--- src/rtl/cpu_sequencer.sv ---
// Fetch/decode/execute sequencer for the Simple CPU: owns PC and IR, drives the ROM
// address and issues one-cycle accumulator strobes during EXECUTE.
module cpu_sequencer #(
  parameter int unsigned DATA_WIDTH = 8,
  parameter int unsigned ADDR_WIDTH = 6
) (
  input  logic                  clk,
  input  logic                  rst_n,
  input  logic                  run,
  input  logic [DATA_WIDTH-1:0] instruction,
  input  logic                  zero,
  output logic [ADDR_WIDTH-1:0] address,
  output logic                  acc_inc,
  output logic                  acc_load,
  output logic [DATA_WIDTH-1:0] imm,
  output logic [1:0]            state,
  output logic                  instr_done
);

  localparam int unsigned OpW = DATA_WIDTH - ADDR_WIDTH;

  typedef enum logic [1:0] {
    StIdle    = 2'b00,
    StFetch   = 2'b01,
    StDecode  = 2'b10,
    StExecute = 2'b11
  } state_e;

  localparam logic [1:0] OpLdi = 2'b00;
  localparam logic [1:0] OpJz  = 2'b01;
  localparam logic [1:0] OpJmp = 2'b10;
  localparam logic [1:0] OpInc = 2'b11;

  state_e                state_q, state_d;
  logic [ADDR_WIDTH-1:0] pc_q, pc_d;
  logic [DATA_WIDTH-1:0] ir_q, ir_d;
  // Control decoded in DECODE, consumed in EXECUTE.
  logic                  inc_q, inc_d;
  logic                  load_q, load_d;
  logic                  jmp_q, jmp_d;
  logic                  jz_q, jz_d;
  logic                  done_q, done_d;
  logic [1:0]            opcode;

  assign opcode = ir_q[DATA_WIDTH-1 -: 2];

  // State, PC, IR and strobe registers; reset aborts any in-flight instruction.
  always_ff @(posedge clk or negedge rst_n) begin
    if (!rst_n) begin
      state_q <= StIdle;
      pc_q    <= '0;
      ir_q    <= '0;
      inc_q   <= 1'b0;
      load_q  <= 1'b0;
      jmp_q   <= 1'b0;
      jz_q    <= 1'b0;
      done_q  <= 1'b0;
    end else begin
      state_q <= state_d;
      pc_q    <= pc_d;
      ir_q    <= ir_d;
      inc_q   <= inc_d;
      load_q  <= load_d;
      jmp_q   <= jmp_d;
      jz_q    <= jz_d;
      done_q  <= done_d;
    end
  end

  // Next-state, PC update and decode; strobe flops are only set when leaving DECODE.
  always_comb begin
    state_d = state_q;
    pc_d    = pc_q;
    ir_d    = ir_q;
    inc_d   = 1'b0;
    load_d  = 1'b0;
    jmp_d   = 1'b0;
    jz_d    = 1'b0;
    done_d  = 1'b0;
    unique case (state_q)
      StIdle: begin
        if (run) state_d = StFetch;
      end
      StFetch: begin
        ir_d    = instruction;
        pc_d    = pc_q + ADDR_WIDTH'(1);
        state_d = StDecode;
      end
      StDecode: begin
        inc_d   = (opcode == OpInc);
        load_d  = (opcode == OpLdi);
        jmp_d   = (opcode == OpJmp);
        jz_d    = (opcode == OpJz);
        done_d  = 1'b1;
        state_d = StExecute;
      end
      StExecute: begin
        // Jump target overrides the PC+1 taken in FETCH.
        if (jmp_q || (jz_q && zero)) pc_d = ir_q[ADDR_WIDTH-1:0];
        state_d = run ? StFetch : StIdle;
      end
      default: state_d = StIdle;
    endcase
  end

  assign address    = pc_q;
  assign acc_inc    = inc_q;
  assign acc_load   = load_q;
  assign instr_done = done_q;
  assign state      = state_q;
  assign imm        = {{OpW{1'b0}}, ir_q[ADDR_WIDTH-1:0]};

endmodule

--- config.mk ---
export PLATFORM = sky130hd
export DESIGN_NAME = cpu_sequencer
export DESIGN_NICKNAME = d
export VERILOG_FILES = /design/src/rtl/cpu_sequencer.sv
export SDC_FILE = /design/constraint.sdc
export NUM_CORES = 1
export LEC_CHECK = 0
export ABC_AREA = 1
export CAP_MARGIN = 20
export CELL_PAD_IN_SITES_DETAIL_PLACEMENT = 1
export CELL_PAD_IN_SITES_GLOBAL_PLACEMENT = 1
export CORE_MARGIN = 2
export CORE_UTILIZATION = 38
export CTS_BUF_LIST = sky130_fd_sc_hd__clkbuf_4 sky130_fd_sc_hd__clkbuf_8
export DETAILED_ROUTE_END_ITERATION = 7
export PLACE_DENSITY = 0.95
export SYNTH_ARGS = -nofsm -noshare
export SYNTH_HDL_FRONTEND = slang
export SYNTH_SLANG_ARGS = --single-unit
--- constraint.sdc ---
create_clock -name clk -period 2.65 [get_ports clk]
set_input_delay 0.53 -clock clk [delete_from_list [all_inputs] [get_ports clk]]
set_output_delay 0.53 -clock clk [all_outputs]
set_load 0.02 [all_outputs]
==> results.py, run 1 <==
metrics = {
    "timing": {
        "fin_crit_ps": 1950,
        "rsz0062_at_grt": "no",
        "hold_slack_ps": 480,
        "fmax_ghz": 0.512,
        "setup_viol": 0,
        "tns_ps": 0,
        "skew_ps": 4.89,
        "hold_viol_final": 0,
        "min_period_over_period_pct": 73.7,
        "slew_viol_final": 0,
    },
    "setup_path": {
        "crit_required_ps": 2120,
        "rrSetupSlack_ps": 960,
        "reg2reg_depth": 6,
        "cp-endpoint": "address[0]",
        "worstPathCellList": "clkdlybuf4s50_1",
        "critical_path.slowest_cell": "clkdlybuf4s50_1",
        "worst-path-max-fanout": 6,
        "end_kind": "output pin",
        "timing.rr.start": "state[1]",
        "r2r_end": "address[2]",
        "worstSetupPathDepth": 1,
        "worstSetupPathType": "reg2out",
        "cp.arrival_ps": 1420,
        "max_stage_delay_ps": 650,
        "path_buf_inv": 1,
        "cpLargestDelayFamily": "buffers and inverters",
        "start_kind": "flop",
        "startpoint": "address[0]",
    },
    "floorplan": {
        "fp.dieH_um": 57.9,
        "num_rows": 19,
        "io_pins": 31,
        "coreArea_mm2": 0.00276,
        "start_util_pct": 40.0,
        "die_w_um": 57.9,
        "dieArea_mm2": 0.00335,
    },
    "routing": {
        "drt_iter0_drc": 26,
        "drc": 0,
        "wl_per_cell_um": 13.1,
        "wl_mm": 2.43,
        "vias": 880,
        "via_per_inst": 4.76,
        "drt_pass1_iterations": 4,
        "antenna_left": 0,
    },
    "clock_network": {
        "cts_resized": 0,
        "clkLatencyLatePin_ps": 300,
        "postCtsSetupBuffers": 0,
        "cts_tree": "done",
        "cts_made_buffers": 3,
        "cts_hold_buf": 0,
        "clockBufferDepth": 2,
        "cts.sinks": 21,
        "clkTransAtPathRegs_ps": 110,
        "ctsHtreeMaxLevel": 1,
        "clockRootBuffer": "clkbuf_4",
    },
    "grt": {
        "grt_util_met1_pct": 20.0,
        "track_usage_pct": 16.5,
        "antenna_found_initial": 0,
        "grt-busiest-layer": "met2",
        "grt_first_pass_wirelength_mm": 4.15,
        "grt_pass1_vias": 928,
        "met3_usage_pct": 2.46,
        "grt_max_degree": 22,
        "grt-ovfl-total": 0,
        "grt_use_met2_pct": 28.4,
    },
    "placed_design": {
        "io_buffers": 28,
        "globalplace.congestion": 0.774,
        "placed_cells": 181,
        "hpwl_mm": 1.89,
    },
    "final_layout": {
        "drive_gt1_share_pct": 7.79,
        "nets": 173,
        "stdcell_count": 185,
        "diodes": 0,
        "area_growth_syn_to_layout_pct": 24.8,
    },
    "outcome": {
        "status": "finished, final reports clean",
    },
    "yosys": {
        "synth_area_mm2": 0.00110,
        "synth_top_cells_by_count": "40 x nand2_1, 21 x dfrtp_1, 14 x inv_1, 8 x buf_4",
        "ys_seq_area_share_pct": 47.6,
        "async_flop_share_pct": 100,
        "yosysMostFrequentCell": "nand2_1",
        "synth_cell_types": 23,
        "ys_seq_elements": 21,
        "synthTopCellsByArea": "dfrtp_1 48%, nand2_1 14%, ha_1 6.8%",
        "yosysTopAreaCellShare_pct": 47.6,
        "syn_inst": 131,
        "ys_warn_count": 0,
        "yosysTopAreaCell": "dfrtp_1",
        "synth-edff-count": 0,
        "syn_avg_cell_area_um2": 8.42,
        "ys.flop_type": "dfrtp_1",
    },
    "min_path": {
        "min_path_cells": 1,
        "hold_path_class": "reg2reg",
    },
    "pwr": {
        "p_leak_nw": 0.674,
        "p_seq_share_pct": 34.6,
        "vdd_drop_max_uv": 798,
        "internal_power_mw": 0.946,
        "pwr-share-comb_pct": 56.0,
        "p_per_area_mw_per_mm2": 1270,
        "p_clk_share_pct": 9.4,
        "swShare_pct": 46.1,
        "switchingPower_mw": 0.809,
    },
    "flow_run": {
        "drv_cap": 0,
    },
}
==> per-stage QoR <==
| step | instance area (um^2) | util (%) | power [mW] | worst slack, ps |
|---|---|---|---|---|
| final | 1380 | 50.0 | 1.75 | 696 |
| after global routing | 1380 | 50.0 | 1.92 | 639 |
| after CTS | 1380 | 50.0 | 1.78 | 685 |
| after detailed placement | 1350 | 48.9 | 1.61 | 947 |
| after global placement | 1350 | 48.9 | 1.54 | 1070 |
| after floorplan | 1110 | - | 1.30 | 1230 |
==> layer usage <==
metal	share of wire, %	vias to the layer above	routed length (um)
met5	0	-	0
met4	2.6	0	62
met3	3.7	6	91
met2	51	24	1240
met1	43	411	1040
li1	-	439	-
==> placed cells by master (no fill, tap or decap), drive strengths merged <==
| master | n |
|---|---|
| a21oi | 2 |
| buf | 1 |
| clkbuf | 4 |
| clkdlybuf4s50 | 28 |
| conb | 2 |
| dfrtp | 21 |
| ha | 6 |
| inv | 15 |
| mux2i | 1 |
| nand2 | 41 |
| nand3 | 7 |
| nor2 | 9 |
| nor3 | 4 |
| o21ai | 10 |
| o21bai | 1 |
| or2 | 1 |
| xnor2 | 1 |
==> cells by family after synthesis <==
logic type / share of synthesized area, %
fa+ha+maj: 6.80
mux: 0.907
buf+inv: 13.2
compound gates: 6.46
flops: 47.6
xor+xnor: 0.794
simple gates: 23.9
other cells: 0.340
==> state kept, by name (all words and copies together) (netlist names) <==
signal	count
ir_q	8
address	6
state	2
acc_inc	1
acc_load	1
instr_done	1
jmp_q	1
jz_q	1
==> area by class of cell <==
type,instances,area [um^2]
Inverter,15,58.8
Tap cell,31,38.8
Sequential cell,21,526
Multi-Input combinational cell,85,437
Clock buffer,4,30.0
Fill cell,328,1380
Timing Repair Buffer,29,288
==> how the worst min path moves through the flow <==
stage,startpoint,to
floorplan,rst_n,acc_inc
global placement,ir_q[6],acc_load
CTS,ir_q[6],jmp_q
global route,ir_q[6],jmp_q
finish,ir_q[7],jz_q
detailed placement,ir_q[6],jmp_q
==> power by group through the flow <==
stage,clock network (mW),logic [mW],registers [mW]
final,0.165,0.983,0.607
after global routing,0.182,1.11,0.626
after CTS,0.173,0.999,0.608
after detailed placement,0,0.991,0.614
after global placement,0,0.940,0.597
after floorplan,0,0.632,0.666
(Power assumes the default switching activity.)
==> inputs of run 2 (changes only) <==
Settings changed: CORE_UTILIZATION 38 to 35, PLACE_DENSITY 0.95 to 0.91.
Clock period 2.65 ns to 1.9 ns, I/O delays scaled along.
==> run 2 against run 1 <==
Net effect:
- total power grew 39%
- clock power grew 34%
- core utilization shrank 3.7 points
- sequential power grew 39%
- cell count up 7.6%
==> results.py, run 2 (synthesis results as in run 1) <==
metrics = {
    "clock_network": {
        "clockRootBuffer": "clkbuf_4",
        "clkTransAtPathRegs_ps": 120,
        "ctsHtreeMaxLevel": 1,
        "clockBufferDepth": 2,
        "clkLatencyLatePin_ps": 310,
        "cts_resized": 0,
        "cts_hold_buf": 0,
        "cts_made_buffers": 3,
        "cts_tree": "done",
        "cts.sinks": 21,
        "postCtsSetupBuffers": 0,
    },
    "final_layout": {
        "final_common_cell": "nand2_1",
        "top_register": "ir_q",
        "drive_gt1_share_pct": 8.39,
        "multiInputGateArea_um2": 437,
        "largest_register_ffs": 8,
        "final_area_mm2": 0.00140,
        "diodes": 0,
        "ff_latch_area_um2": 526,
        "nets": 174,
        "final_cell_mix": "40 x nand2_1, 28 x clkdlybuf4s50_1, 21 x dfrtp_1, 14 x inv_1",
        "fill_cells": 359,
        "area_growth_syn_to_layout_pct": 27.0,
    },
    "timing": {
        "setup_ws_ps": 78.0,
        "tns_ps": 0,
        "fmax_ghz": 0.549,
        "slew_viol_final": 0,
        "hold_slack_ps": 396,
        "fin_crit_ps": 1820,
        "skew_ps": 8.73,
        "setup_viol": 0,
        "min_period_over_period_pct": 95.9,
        "rsz0062_at_grt": "no",
        "hold_viol_final": 0,
    },
    "floorplan": {
        "io_pins": 31,
        "start_util_pct": 36.4,
        "coreArea_mm2": 0.00303,
        "dieArea_mm2": 0.00362,
        "fp.dieH_um": 60.2,
        "num_rows": 20,
        "die_w_um": 60.2,
    },
    "setup_path": {
        "cp.arrival_ps": 1440,
        "path_buf_inv": 1,
        "critical_path.slowest_cell": "clkdlybuf4s50_1",
        "max_stage_delay_ps": 640,
        "worst-path-max-fanout": 6,
        "start_kind": "flop",
        "crit_required_ps": 1520,
        "cpLargestDelayFamily": "buffers and inverters",
        "worstPathCellList": "clkdlybuf4s50_1",
        "worstSetupPathType": "reg2out",
        "end_kind": "output pin",
    },
    "pwr": {
        "vdd_drop_max_uv": 844,
        "p_per_area_mw_per_mm2": 1740,
        "p_leak_nw": 0.675,
    },
    "placed_design": {
        "globalplace.congestion": 0.737,
        "hpwl_mm": 1.95,
        "io_buffers": 28,
        "placed_area_mm2": 0.00137,
        "pre_cts_slack_ps": 208,
    },
    "grt": {
        "grt_pass1_vias": 884,
        "grt-ovfl-total": 0,
        "grt_first_pass_wirelength_mm": 4.15,
        "grt_max_degree": 22,
        "track_usage_pct": 15.7,
        "antenna_found_initial": 0,
    },
    "routing": {
        "drt_iter0_drc": 20,
        "via_per_inst": 4.44,
        "drc": 0,
        "drt_pass1_iterations": 3,
        "antenna_left": 0,
        "vias": 883,
        "wl_per_cell_um": 12.2,
        "wl_mm": 2.42,
    },
    "outcome": {
        "status": "finished, final reports clean",
    },
    "min_path": {
        "hold_path_class": "in2async",
    },
    "flow_run": {
        "drv_cap": 0,
    },
}
-- run 2: area by class of cell --
type | instances | area share [%]
multi-input cells | 85 | 31.2
well taps | 44 | 3.93
clock inverters | 1 | 0.536
inverters | 15 | 4.20
repair buffers | 30 | 21.1
flip-flops and latches | 21 | 37.5
clock buffers | 3 | 1.61
-- run 2: metrics by stage --
step           cells  utilization (%)  total power, mW
2_1_floorplan    132                -             1.81
3_3_place_gp     195             45.3             2.17
3_5_place_dp     195             45.3             2.26
4_1_cts          199             46.3             2.49
5_1_grt          199             46.3             2.68
6_report         199             46.3             2.44
-- run 2: per-layer routing --
metal / GRT usage, % / wire, um
met4: 7.62 / 44
met2: 26.4 / 1240
met5: 0 / 0
met3: 2.81 / 91
met1: 19.2 / 1050
-- run 2: final timing paths --
path                                 start    endpoint  slack (ps)  depth (start not counted)
worst max-delay path            address[2]  address[2]          80                          1
worst min-delay path                 rst_n  address[2]         400                          2
worst max register to register    state[0]  address[2]         230                          8
worst min register to register     ir_q[6]       jmp_q         490                          1
max in group asynchronous            rst_n     ir_q[1]        1280                          2
min in group clk                   ir_q[6]       jmp_q         490                          1
-- run 2: power breakdown --
part	internal (mW)	switching (mW)
clock network	0.0804	0.141
logic	0.583	0.795
registers	0.651	0.194
total	1.31	1.13
